File: config.mk
export PLATFORM = sky130hd
export DESIGN_NAME = comperator_axi_ip_v1_0_line_fetch
export DESIGN_NICKNAME = d
export VERILOG_FILES = /design/src/rtl/comperator_axi_ip_v1_0_line_fetch.sv
export SDC_FILE = /design/constraint.sdc
export NUM_CORES = 1
export LEC_CHECK = 0
export BUFFER_PORTS_ARGS = -buffer_cell sky130_fd_sc_hd__buf_4
export CORE_MARGIN = 3
export CORE_UTILIZATION = 36
export DETAILED_ROUTE_END_ITERATION = 10
export PLACE_DENSITY = 0.57
export SYNTH_ARGS = -nofsm -noshare
export SYNTH_HDL_FRONTEND = slang
export SYNTH_SLANG_ARGS = --single-unit
File: constraint.sdc
create_clock -name aclk -period 2.3 [get_ports aclk]
set_clock_uncertainty 0.2 [all_clocks]
set_input_delay 0.23 -clock aclk [delete_from_list [all_inputs] [get_ports aclk]]
set_output_delay 0.23 -clock aclk [all_outputs]
set_load 0.01 [all_outputs]
File: src/rtl/comperator_axi_ip_v1_0_line_fetch.sv
// Line fetch: on each go request, captures up to BLOCK_SIZE pixels from an
// AXI4-Stream video input into a flat block register. A fetch ends early on
// tlast, and reports start-of-frame and misplaced-tuser status for the block.
module comperator_axi_ip_v1_0_line_fetch #(
  parameter int BLOCK_SIZE = 8,
  parameter int DATA_WIDTH = 24
) (
  input  logic                                aclk,
  input  logic                                aresetn,
  input  logic                                go,
  output logic                                done,
  output logic                                eol,
  output logic                                sof,
  output logic                                misalign,
  input  logic [DATA_WIDTH-1:0]               s_axis_tdata,
  input  logic                                s_axis_tvalid,
  output logic                                s_axis_tready,
  input  logic                                s_axis_tlast,
  input  logic                                s_axis_tuser,
  output logic [BLOCK_SIZE*DATA_WIDTH-1:0]    block_data,
  output logic [$clog2(BLOCK_SIZE+1)-1:0]     pix_count
);

  localparam int CNT_W = $clog2(BLOCK_SIZE+1);

  typedef enum logic [1:0] {
    IDLE  = 2'd0,
    FETCH = 2'd1,
    DONE  = 2'd2
  } state_t;

  state_t state;
  state_t state_nxt;
  logic   tready_nxt;
  logic   done_nxt;

  logic   beat;
  logic   last_slot;
  logic   end_beat;
  logic   start;

  // The slot index always equals the number of beats captured so far,
  // so pix_count doubles as the write pointer into block_data.
  assign beat      = s_axis_tvalid & s_axis_tready;
  assign last_slot = (pix_count == CNT_W'(BLOCK_SIZE-1));
  assign end_beat  = beat & (s_axis_tlast | last_slot);
  assign start     = go & (state != FETCH);

  // State register; tready and done are flopped from the next state so they
  // change in the same edge as the state itself and never glitch.
  always_ff @(posedge aclk or negedge aresetn) begin
    if (!aresetn) begin
      state         <= IDLE;
      s_axis_tready <= 1'b0;
      done          <= 1'b0;
    end else begin
      state         <= state_nxt;
      s_axis_tready <= tready_nxt;
      done          <= done_nxt;
    end
  end

  // Next-state logic; go is only honoured outside FETCH.
  always_comb begin
    state_nxt = state;
    case (state)
      IDLE:    if (go) state_nxt = FETCH;
      FETCH:   if (end_beat) state_nxt = DONE;
      DONE:    if (go) state_nxt = FETCH;
      default: state_nxt = IDLE;
    endcase
  end

  // Output decode of the next state, registered above.
  always_comb begin
    tready_nxt = (state_nxt == FETCH);
    done_nxt   = (state_nxt == DONE);
  end

  // Capture datapath and block status flags; cleared on every accepted go so
  // slots left unwritten by an early tlast read back as zero.
  always_ff @(posedge aclk or negedge aresetn) begin
    if (!aresetn) begin
      block_data <= '0;
      pix_count  <= '0;
      eol        <= 1'b0;
      sof        <= 1'b0;
      misalign   <= 1'b0;
    end else if (start) begin
      block_data <= '0;
      pix_count  <= '0;
      eol        <= 1'b0;
      sof        <= 1'b0;
      misalign   <= 1'b0;
    end else if (beat) begin
      for (int i = 0; i < BLOCK_SIZE; i++) begin
        if (pix_count == CNT_W'(i)) begin
          block_data[i*DATA_WIDTH +: DATA_WIDTH] <= s_axis_tdata;
        end
      end
      pix_count <= pix_count + CNT_W'(1);
      if (pix_count == '0) begin
        sof <= s_axis_tuser;
      end else if (s_axis_tuser) begin
        misalign <= 1'b1;
      end
      if (end_beat) begin
        eol <= s_axis_tlast;
      end
    end
  end

endmodule

==> flow_summary.html <==
<table>
<tr><th>Metric</th><th>Value</th></tr>
<tr><th colspan="2">Cells and area</th></tr>
<tr><td>Non-filler instance count after layout</td><td>1289</td></tr>
<tr><td>Non-Filler Cell Area, Final</td><td>11700 sq um</td></tr>
<tr><td>Footprint of the multi-input gates</td><td>3310 sq um</td></tr>
<tr><td>Synthesis-to-finish area growth</td><td>33.2%</td></tr>
<tr><td>Commonest non-fill, non-tap cell in the layout</td><td>buf_4</td></tr>
<tr><td>Area occupied by registers</td><td>5080 sq um</td></tr>
<tr><td>Total inserted antenna cells</td><td>0</td></tr>
<tr><td>Commonest non-fill, non-tap cells in the layout</td><td>250 x buf_4, 203 x dfrtp_1, 176 x o21ai_0, 168 x mux2i_1, 42 x o21ai_1</td></tr>
<tr><td>Core Util, Final</td><td>49.3%</td></tr>
<tr><td>Post-layout nets</td><td>between 900 and 1000</td></tr>
<tr><td>Fillers</td><td>about 2200</td></tr>
<tr><td>Layout cells sized above 1</td><td>31.5%</td></tr>
<tr><th colspan="2">Placement</th></tr>
<tr><td>Worst setup timing slack at the placement stage</td><td>between 100 and 150 ps</td></tr>
<tr><td>Sum of net half-perimeters after detailed placement</td><td>18100 microns</td></tr>
<tr><td>Routability Congestion</td><td>around 0.8</td></tr>
<tr><td>Placement-stage cell area</td><td>10900 sq um</td></tr>
<tr><td>Input/output buffers</td><td>230</td></tr>
<tr><td>Placed cell count</td><td>1244</td></tr>
<tr><th colspan="2">Critical path</th></tr>
<tr><td>Startpoint-to-endpoint class of the critical path</td><td>register to register</td></tr>
<tr><td>R2r startpoint</td><td>state[0]</td></tr>
<tr><td>Largest driver fanout on the critical path</td><td>34</td></tr>
<tr><td>Worst flop-to-flop path endpoint</td><td>block_data[180]</td></tr>
<tr><td>Register-to-register setup slack</td><td>160 ps</td></tr>
<tr><td>CP arrival</td><td>2270 ps</td></tr>
<tr><td>R2R cell count</td><td>4</td></tr>
<tr><td>Critical Path Sink Type</td><td>register</td></tr>
<tr><td>Type of origin of the critical path</td><td>register</td></tr>
<tr><td>Crit. Startpoint</td><td>state[0]</td></tr>
<tr><td>Required time reported for the critical path endpoint</td><td>2420 ps</td></tr>
<tr><th colspan="2">STA</th></tr>
<tr><td>Worst-margin pin slew</td><td>about 990 ps</td></tr>
<tr><td>Final sum of negative setup slack</td><td>0 ps</td></tr>
<tr><td>Maximum operating frequency</td><td>approximately 470 MHz</td></tr>
<tr><td>Endpoints failing hold</td><td>0</td></tr>
<tr><td>Hold_ws</td><td>~15 ps</td></tr>
<tr><td>Relative slew slack</td><td>33.9%</td></tr>
<tr><td>Final-report max-slew violation count</td><td>0</td></tr>
<tr><td>Final worst path period need</td><td>2140 ps</td></tr>
<tr><td>Setup repair after global routing missed its margin</td><td>no</td></tr>
<tr><td>Setup ws final</td><td>157 ps</td></tr>
<tr><td>Period Utilization, post-route</td><td>around 93%</td></tr>
<tr><td>Endpoints failing setup</td><td>0</td></tr>
<tr><th colspan="2">Yosys</th></tr>
<tr><td>Share of the synthesized area in the top cell type</td><td>57.9%</td></tr>
<tr><td>Synth Instances</td><td>roughly 740</td></tr>
<tr><td>Unique masters post-synth</td><td>31</td></tr>
<tr><td>Sequential share of the synthesized area</td><td>57.9%</td></tr>
<tr><td>Ys Warns</td><td>0</td></tr>
<tr><td>Flops &amp; latches, synth</td><td>between 200 and 250</td></tr>
<tr><td>Dominant cell type by area after synthesis</td><td>dfrtp_1</td></tr>
<tr><td>Post-synthesis instance area</td><td>8770 sq um</td></tr>
<tr><td>Leading cell types by total area after synthesis</td><td>dfrtp_1 58%, mux2i_1 19%, o21ai_0 10%</td></tr>
<tr><td>Average instance area after synthesis</td><td>11.9 sq um</td></tr>
<tr><td>Net count of the mapped netlist</td><td>between 700 and 800</td></tr>
<tr><th colspan="2">Clock tree</th></tr>
<tr><td>CTS clk-pin slew, worst paths</td><td>60 ps</td></tr>
<tr><td>Deepest clock path buffer count</td><td>3</td></tr>
<tr><td>Cell at the root of the clock tree</td><td>clkbuf_16</td></tr>
<tr><td>Inserted Clock Buffers</td><td>22</td></tr>
<tr><td># H-tree levels</td><td>1</td></tr>
<tr><td>CTS tree</td><td>built</td></tr>
<tr><td>Worst-Skew Late Latency</td><td>500 ps</td></tr>
<tr><td>Number of setup buffers added after CTS</td><td>0</td></tr>
<tr><td>Sink Count</td><td>just over 200</td></tr>
<tr><th colspan="2">Hold path</th></tr>
<tr><td>Class of the tightest hold or removal check</td><td>input pin to register</td></tr>
<tr><td>Hold Path Sink</td><td>state[1]</td></tr>
<tr><td>Cell depth of the worst hold path</td><td>4</td></tr>
<tr><td>Worst Hold Launch</td><td>go</td></tr>
<tr><th colspan="2">Global route</th></tr>
<tr><td>Wire length of the first global-routing pass</td><td>42800 microns</td></tr>
<tr><td>Number of antenna violations at the first check in global routing</td><td>0</td></tr>
<tr><td>Aggregate global routing overflow</td><td>0</td></tr>
<tr><td>Largest net degree at the start of global routing</td><td>117</td></tr>
<tr><td>Total track usage</td><td>20.5%</td></tr>
<tr><td>Via count of the first global-routing pass</td><td>7017</td></tr>
<tr><th colspan="2">Pwr</th></tr>
<tr><td>Internal power</td><td>between 7 and 8 mW</td></tr>
<tr><td>Power share of the sequential group</td><td>39.0%</td></tr>
<tr><td>Total power of the final layout</td><td>11.2 mW</td></tr>
<tr><td>Cell Pwr Density</td><td>955 nW/um^2</td></tr>
<tr><td>Share of total power consumed by net switching</td><td>34.0%</td></tr>
<tr><td>Switching power of the nets</td><td>approximately 3.8 mW</td></tr>
<tr><td>Combinational share of power</td><td>29.2%</td></tr>
<tr><td>VDD IR-drop max</td><td>between 0.0006 and 0.0007 V</td></tr>
<tr><td>Clock network power share</td><td>31.8%</td></tr>
<tr><td>Leakage</td><td>6.46 nW</td></tr>
<tr><th colspan="2">Drt</th></tr>
<tr><td>First DRT Iteration DRCs</td><td>518</td></tr>
<tr><td>Via count normalized by instance count</td><td>about 5.3</td></tr>
<tr><td>Via count</td><td>6867</td></tr>
<tr><td>Number of remaining DRC errors</td><td>0</td></tr>
<tr><td>Detail-routed net length per standard cell</td><td>21.4 microns</td></tr>
<tr><td>First drt pass iteration count</td><td>5</td></tr>
<tr><td>Final routed wirelength across all metal layers</td><td>~28000 microns</td></tr>
<tr><td>ANT nets after route</td><td>0</td></tr>
<tr><th colspan="2">Floorplan</th></tr>
<tr><td>Die X</td><td>162 microns</td></tr>
<tr><td>Top-Level Pins</td><td>between 200 and 250</td></tr>
<tr><td>Height of the chip</td><td>162 microns</td></tr>
<tr><td>Placeable Area</td><td>between 20000 and 25000 sq um</td></tr>
<tr><td>Initial cell density of the core</td><td>a little under two fifths</td></tr>
<tr><td>Die footprint</td><td>26300 sq um</td></tr>
<tr><td>Row Count</td><td>56</td></tr>
<tr><th colspan="2">Status</th></tr>
<tr><td>Result of the run</td><td>finished, final reports clean</td></tr>
<tr><th colspan="2">Flow run</th></tr>
<tr><td>Number of maximum-capacitance violations</td><td>0</td></tr>
</table>
[cell families after synthesis]
family / synth area share [%]
AOI/OAI and AO/OA: 15.8
xor gates and xnor gates: 0.200
adders and majority gates: 0.571
buffers and inverters: 4.44
DFF: 57.9
muxes: 19.2
and+or+nand+nor: 1.93
[what timing repair did]
| item | 4_1_cts | 5_1_grt |
|---|---|---|
| gates resized for setup | 0 | 1 |
| hold endpoints to repair | 81 | 0 |
| endpoints found under the setup margin | 0 | 11 |
| hold buffers | 6 | 0 |
[layer usage]
metal	global-route usage, %	vias up	routed length [microns]
met5	0	-	0
met4	4.15	0	507
met1	28.7	3482	12200
met3	5.10	40	1970
met2	32.8	232	13000
li1	-	3113	-
[power groups by stage]
stage / clock network (mW) / logic (mW) / registers, mW
6_report: 3.55 / 3.26 / 4.35
5_1_grt: 3.80 / 3.55 / 4.40
4_1_cts: 3.63 / 3.29 / 4.35
3_5_place_dp: 0 / 3.28 / 4.40
3_3_place_gp: 0 / 3.26 / 4.42
2_1_floorplan: 0 / 1.59 / 4.53
[Yosys cell counts]
master / count
a21oi_1: 2
a31oi_1: 3
and2_1: 4
and4b_1: 1
and4bb_2: 1
buf_1: 4
buf_2: 16
buf_4: 8
buf_6: 6
clkbuf_1: 40
clkbuf_2: 1
dfrtp_1: 203
ha_1: 4
inv_1: 3
mux2i_1: 168
nand2_1: 8
nand2_2: 3
nand3_1: 3
nand4b_1: 1
nor2_1: 4
nor2b_1: 2
o21ai_0: 176
o21ai_1: 42
o21ai_2: 3
o221ai_1: 25
o22ai_1: 3
or2_1: 1
or3_1: 1
or3b_1: 1
xnor2_1: 1
xor2_1: 1
[flip-flops by register name, summed over array words and instances, names as in the netlist]
signal and count:
block_data 192, pix_count 4, state 2, done 1, eol 1, misalign 1
s_axis_tready 1, sof 1
[layout make-up]
type	instances	share of cell area [%]
Clock buffer	32	5.47
Clock inverter	7	0.728
Timing Repair Buffer	267	18.4
Sequential cell	203	43.5
Inverter	3	0.139
Tap cell	319	3.42
Multi-Input combinational cell	458	28.4
[critical path: stages (launching register included)]
cell and delay [ps]:
dfrtp_1 440, nor2b_4 190, buf_12 170, o21ai_1 770, mux2i_1 180
[worst max-delay path by stage]
stage,end,cells past startpoint
after floorplan,block_data[3],8
after global placement,block_data[4],5
after detailed placement,block_data[1],5
after CTS,block_data[1],5
after global routing,block_data[62],6
final,block_data[180],4
Note: power is estimated with default switching activity, not from simulation.
